===== config.mk =====
export PLATFORM = sky130hd
export DESIGN_NAME = keypad_scan_sequencer
export DESIGN_NICKNAME = d
export VERILOG_FILES = /design/src/rtl/keypad_scan_sequencer.sv
export SDC_FILE = /design/constraint.sdc
export NUM_CORES = 1
export LEC_CHECK = 0
export CAP_MARGIN = 20
export CORE_MARGIN = 2
export CORE_UTILIZATION = 50
export DETAILED_ROUTE_END_ITERATION = 8
export GPL_TIMING_DRIVEN = 0
export PLACE_DENSITY = 0.83
export SKIP_LAST_GASP = 1
export SLEW_MARGIN = 20
export SYNTH_ARGS = -nofsm -noshare
export SYNTH_HDL_FRONTEND = slang
export SYNTH_SLANG_ARGS = --single-unit

===== constraint.sdc =====
create_clock -name Clock -period 1.8 [get_ports Clock]
set_clock_uncertainty 0.1 [all_clocks]
set_input_delay 0.18 -clock Clock [delete_from_list [all_inputs] [get_ports Clock]]
set_output_delay 0.18 -clock Clock [all_outputs]
set_load 0.03 [all_outputs]

===== src/rtl/keypad_scan_sequencer.sv =====
// keypad_scan_sequencer: scans a column-driven keypad, debounces whole scans and
// reports each accepted press as a single event through a valid/ready handshake.
module keypad_scan_sequencer #(
    parameter int ColumnHeight  = 4,
    parameter int RowWidth      = 4,
    parameter int SettleCycles  = 3,
    parameter int DebounceScans = 2,
    parameter int CodeWidth     = $clog2(ColumnHeight * RowWidth)
) (
    input  logic                    Clock,
    input  logic                    Reset,
    output logic [ColumnHeight-1:0] ColumnPins,
    input  logic [RowWidth-1:0]     RowPins,
    output logic                    KeyValid,
    output logic [CodeWidth-1:0]    KeyCode,
    input  logic                    KeyReady,
    output logic                    KeyDown,
    output logic                    KeyDropped
);
    localparam int ColW   = ColumnHeight > 1 ? $clog2(ColumnHeight) : 1;
    localparam int SetW   = SettleCycles > 0 ? $clog2(SettleCycles + 1) : 1;
    localparam int StabW  = $clog2(DebounceScans + 1);
    localparam logic [1:0] DRIVE  = 2'd0;
    localparam logic [1:0] SAMPLE = 2'd1;
    localparam logic [1:0] EVAL   = 2'd2;

    logic [1:0]           state;
    logic [ColW-1:0]      col;
    logic [SetW-1:0]      settle;
    logic [StabW-1:0]     stab;
    logic [StabW-1:0]     stab_next;
    logic [RowWidth-1:0]  row_meta;
    logic [RowWidth-1:0]  row_sync;
    logic                 hit_valid;
    logic [CodeWidth-1:0] hit;
    logic [CodeWidth-1:0] hit_code;
    logic                 prev_valid;
    logic [CodeWidth-1:0] prev_code;
    logic                 same;
    int                   low_idx;

    // Reset forces the column lines idle immediately, not only after the edge.
    always_comb begin
        ColumnPins = (Reset || state == EVAL) ? '1 : ~(ColumnHeight'(1) << col);
    end

    always_comb begin
        low_idx = 0;
        for (int i = RowWidth - 1; i >= 0; i--)
            if (!row_sync[i]) low_idx = i;
        hit_code = CodeWidth'(int'(col) * RowWidth + low_idx);
    end

    // "No key" results compare equal regardless of the stale code bits.
    always_comb begin
        same      = (hit_valid == prev_valid) && (!hit_valid || hit == prev_code);
        stab_next = !same ? StabW'(1) :
                    (stab == StabW'(DebounceScans)) ? stab : stab + StabW'(1);
    end

    always_ff @(posedge Clock) begin
        if (Reset) begin
            row_meta   <= '1;
            row_sync   <= '1;
            state      <= DRIVE;
            col        <= '0;
            settle     <= '0;
            hit_valid  <= 1'b0;
            hit        <= '0;
            prev_valid <= 1'b0;
            prev_code  <= '0;
            stab       <= '0;
            KeyValid   <= 1'b0;
            KeyCode    <= '0;
            KeyDown    <= 1'b0;
            KeyDropped <= 1'b0;
        end else begin
            row_meta   <= RowPins;
            row_sync   <= row_meta;
            KeyDropped <= 1'b0;
            if (KeyValid && KeyReady) KeyValid <= 1'b0;
            if (state == DRIVE) begin
                if (settle == SetW'(SettleCycles)) begin
                    settle <= '0;
                    state  <= SAMPLE;
                end else begin
                    settle <= settle + SetW'(1);
                end
            end else if (state == SAMPLE) begin
                if (!(&row_sync) && !hit_valid) begin
                    hit_valid <= 1'b1;
                    hit       <= hit_code;
                end
                if (col == ColW'(ColumnHeight - 1)) begin
                    state <= EVAL;
                end else begin
                    col   <= col + ColW'(1);
                    state <= DRIVE;
                end
            end else begin
                col        <= '0;
                state      <= DRIVE;
                hit_valid  <= 1'b0;
                hit        <= '0;
                prev_valid <= hit_valid;
                prev_code  <= hit;
                stab       <= stab_next;
                if (stab_next == StabW'(DebounceScans)) begin
                    if (hit_valid && !KeyDown) begin
                        KeyDown <= 1'b1;
                        // A new event may replace one being accepted this very cycle.
                        if (!KeyValid || KeyReady) begin
                            KeyValid <= 1'b1;
                            KeyCode  <= hit;
                        end else begin
                            KeyDropped <= 1'b1;
                        end
                    end else if (!hit_valid && KeyDown) begin
                        KeyDown <= 1'b0;
                    end
                end
            end
        end
    end
endmodule


# Word-level counts from Yosys, hierarchy flattened
# Index checks and enable logic that the tools add are counted.
[word_totals]
in_bits = 7
output_inout_bits = 11
register_bits = 33
[classes]
shifts = 1
mux = 27
bitwise = 5
n_eq_ne = 11
n_reduce_logical = 21
addsub = 4
[ops]
columns = ["cell", "n"]
rows = [
  ["$mux 4", 6],
  ["$mux 2", 10],
  ["$mux 1", 11],
  ["$eq 2x2->1 const B", 5],
  ["$reduce_and 4->1", 2],
  ["$add 2x1->2 const B", 3],
  ["$reduce_and 2->1", 3],
  ["$logic_and 1x1->1", 5],
  ["$reduce_and 5->1", 1],
  ["$reduce_or 5->1", 1],
  ["$add 4x4->4", 1],
  ["$eq 4x4->1", 1],
  ["$logic_not 1->1", 4],
  ["$ne 2x1->1 const B", 2],
  ["$not 1->1", 4],
  ["$not 4->4", 1],
  ["$shl 1x2->4 const A", 1],
  ["$logic_or 1x1->1", 3],
  ["$eq 2x1->1 const B", 1],
  ["$logic_not 2->1", 1],
  ["$ne 2x2->1 const B", 1],
  ["$reduce_bool 2->1", 1],
  ["$eq 1x1->1", 1],
]

# Depth between registers and ports, before layout
[logic_depth]
word_depth = 8
ltp_mapped = 7
ltp_nobuf = 7

# Worst setup path after synthesis
# Ideal clock, no wire load.
[synth_path]
path_type = "flip-flop to flip-flop"
startpoint = "register KeyDown"
endpoint = "register KeyDown"
slack_ns = 0.280
arrival_time_ns = 1.348
n_path_buf = 0
stages_incl_launch_ff = 5
period_less_slack_ns = 1.520
t_required_ns = 1.628
cell_sequence = "dfxtp_1 inv_1 ha_1 nor4_2 mux2i_1"
[synth_via]
elab_chain_len = 4
[synth_lines]
columns = ["element", "line_no", "source"]
rows = [
  ["from (decl)", "17", "output logic KeyDown,"],
  ["from (signal assigned)", "75", "KeyDown <= 1'b0;"],
  ["from (signal assigned)", "110", "KeyDown <= 1'b1;"],
  ["from (signal assigned)", "119", "KeyDown <= 1'b0;"],
  ["$logic_not 1->1", "109", "if (hit_valid && !KeyDown) begin"],
  ["$logic_and 1x1->1", "109", ""],
  ["$reduce_bool 2->1 (no source line)", "--", ""],
  ["$reduce_and 4->1 (no source line)", "--", ""],
]
# Parallel ways exist; a longest one is shown, timed or not.
# A chain may end at the register's enable or synchronous reset.

# Worst setup path in the final report
[layout_path]
startpoint = "register col[1]"
endpoint = "output port ColumnPins[1]"
[layout_via]
elab_chain_len = 3
[layout_lines]
columns = ["element", "line_no", "source"]
rows = [
  ["from (decl)", "28", "logic [ColW-1:0] col;"],
  ["from (signal assigned)", "97", "col <= col + ColW'(1);"],
  ["$shl 1x2->4", "44", "ColumnPins = (Reset || state == EVAL) ? '1 : ~(ColumnHeight'(1) << col);"],
  ["$not 4->4", "44", ""],
  ["$mux 4", "44", ""],
  ["to (decl)", "12", "output logic [ColumnHeight-1:0] ColumnPins,"],
]
# No other way between the ends.

==> metrics.yaml <==
grt:
  grt_pass1_vias: 1047
  grt_pass1_wl_um: 4400
  grt-ovfl-total: 0
  grt_antenna_before_repair: 0
  grt_max_degree: 15
  grt_util_all_layers: 0.175
timing:
  rsz0062_at_grt: "no"
  hold_viol_final: 0
  slew_viol_final: 0
  fin_crit_sh: 0.950
  tightest_slew_ps: 474
  maxSlewHeadroom: 0.684
  period_needed_ps: 1710
  tns_ps: 0
  max_freq_ghz: 0.585
  setup-violations-final: 0
placed_design:
  port_buffers: 17
  place_congestion: 0.815
  dp_cells: 197
  hpwlAfterDp_um: 1840
die:
  rows: 19
  start_util: 0.516
  die_width_um: 56.9
  fp.dieH_um: 56.9
  fp.coreArea_um2: 2710
  ios: 18
  die_area_um2: 3240
layout:
  layout-drive-gt1-share: 0.140
  syn2layout_area_growth_pct: 20.6
  nFillCells: 247
  nets: 185
  num_antenna_cells: 0
  fin_cells: 203
drt:
  drtPass1Iterations: 4
  antenna_left: 0
  drc: 0
  routed-via-count: 1046
  routed_via_density: 5.15
  drt_iter0_markers: 30
  post_drt_wl_per_cell_um: 12.4
  routed_wirelength_um: 2510
yosys:
  synth_top_area_share: 0.472
  synth_compound_area_frac: 0.0787
  synth.most_common_cell: "dfxtp_1"
  async_flop_share: 0
  synth-xor-area-share: 0.0313
  synth_simple_gate_area_frac: 0.248
  postSynthAreaPerCell_um2: 9.39
  synth_top_family_by_area: "simple AND/OR/NAND/NOR gates"
  synth_fa_ha_area_frac: 0.0626
  synthMuxAreaShare: 0.0716
  ys.flop_type: "dfxtp_1"
  synthCells: 149
  synth_edf_count: 0
  synthTopCellsByArea: "dfxtp_1, mux2i_1, ha_1"
  yosys_register_bits: 33
  synth.distinct_cells: 29
  yosysTopAreaCell: "dfxtp_1"
  yosysWarningCount: 0
  synth_seq_area_share: 0.472
  syn-num-nets: 163
  synth.top_cells.by_count: "dfxtp_1, nor2_1, nand2_1"
  syn_area_um2: 1400
worst_setup_path:
  crit_path_end_kind: "primary output"
  cp.required_ps: 1520
  criticalPathCategory: "reg -> out"
  cp-start-kind: "flip-flop"
  worst_ep_arrival_time_ps: 1430
  crit_fanout: 4
clocking:
  clock_sinks: 33
  cts-buffers-inserted: 5
  cts_tree: "done"
  h-tree-depth: 2
  path_clk_slew_ps: 90
  clkLatencyLatePin_ps: 320
  postCtsHoldBufs: 0
  cts_root_buf: "clkbuf_4"
  clock_path_buffers: 2
pwr:
  power_density_nw_per_um2: 843
  vdd_drop_max_mv: 0.557
  p_leak_nw: 0.616
  finalPower_mw: 1.42
run_status:
  outcome: "finished, final reports clean"
min_path:
  holdCritPathClass: "reg -> reg"
job:
  maxCapViolations: 0
per-layer routing:
metal	part of all wire	wire [µm]	up-vias	track usage
met4	0.0064	16	0	0.0465
met2	0.54	1340	21	0.327
met5	0	0	-	0
met3	0.045	113	2	0.0691
met1	0.41	1040	491	0.177
li1	-	-	532	-
layout by cell type, fill, tap and decap left out, types with 5 or more instances in the layout:
| cell type | synthesis | routed |
|---|---|---|
| clkbuf_4 | 0 | 5 |
| nor2_1 | 20 | 20 |
| nand2b_1 | 10 | 10 |
| dfxtp_1 | 33 | 32 |
| or2_2 | 8 | 8 |
| mux2i_1 | 10 | 10 |
| inv_1 | 7 | 7 |
| a21oi_1 | 9 | 8 |
| clkdlybuf4s50_1 | 0 | 12 |
| nand2_1 | 12 | 12 |
| ha_1 | 7 | 7 |
kinds of logic after synthesis:
group / count (synthesis)
compound gates: 16
xor+xnor: 5
fa+ha+maj: 7
buf+inv: 13
flops: 33
mux: 10
simple gates: 65
worst paths after layout:
check | startpoint | to | slack [ps] | depth (start not counted)
worst max-delay path | col[1] | ColumnPins[1] | 90 | 4
worst min-delay path | row_meta[0] | row_sync[0] | 320 | 1
worst max register to register | stab[0] | KeyCode[1] | 190 | 7
worst min register to register | row_meta[0] | row_sync[0] | 320 | 1
per-stage QoR:
stage | hold WS, ps | util | setup slack, ps | area, µm²
6_report | 319 | 0.622 | 90.1 | 1690
5_1_grt | 316 | 0.622 | 0.0748 | 1690
4_1_cts | 312 | 0.621 | 14.8 | 1680
3_5_place_dp | 301 | 0.593 | -398 | 1610
3_3_place_gp | 294 | 0.593 | -371 | 1610
2_1_floorplan | 184 | - | 280 | 1400
final cells by class:
cell class,count,area [µm²],area share
repair buffers,17,156,0.0927
clock inverters,1,30.0,0.0178
clock buffers,7,55.1,0.0326
plain buffers,4,16.3,0.00964
well taps,31,38.8,0.0230
multi-input cells,103,699,0.415
flip-flops and latches,33,664,0.394
inverters,7,26.3,0.0156
worst max-delay path, stage by stage, from the launching register on:
cell and delay (ps):
dfxtp_1 370, inv_1 100, ha_1 190, nand2_1 70, dlygate4sd2_1 400
state kept, by name (all words and copies together) (netlist names):
| name | count |
|---|---|
| KeyDown | 1 |
| row_meta | 4 |
| KeyValid | 1 |
| settle | 2 |
| hit | 4 |
| state | 2 |
| prev_valid | 1 |
| KeyCode | 4 |
| KeyDropped | 1 |
| prev_code | 4 |
| row_sync | 4 |
| hit_valid | 1 |
| col | 2 |
| stab | 2 |
power breakdown:
group	switching [mW]	internal, mW	leakage (nW)
Combinational	0.0461	0.0415	0.301
Sequential	0.0137	0.749	0.269
Clock	0.241	0.332	0.0455
what timing repair did:
action	4_1_cts	5_1_grt
resized for setup	7	6
buffers inserted	0	0
hold endpoints to repair	0	0
endpoints found under the setup margin	4	4
Note: power is estimated with default switching activity, not from simulation.
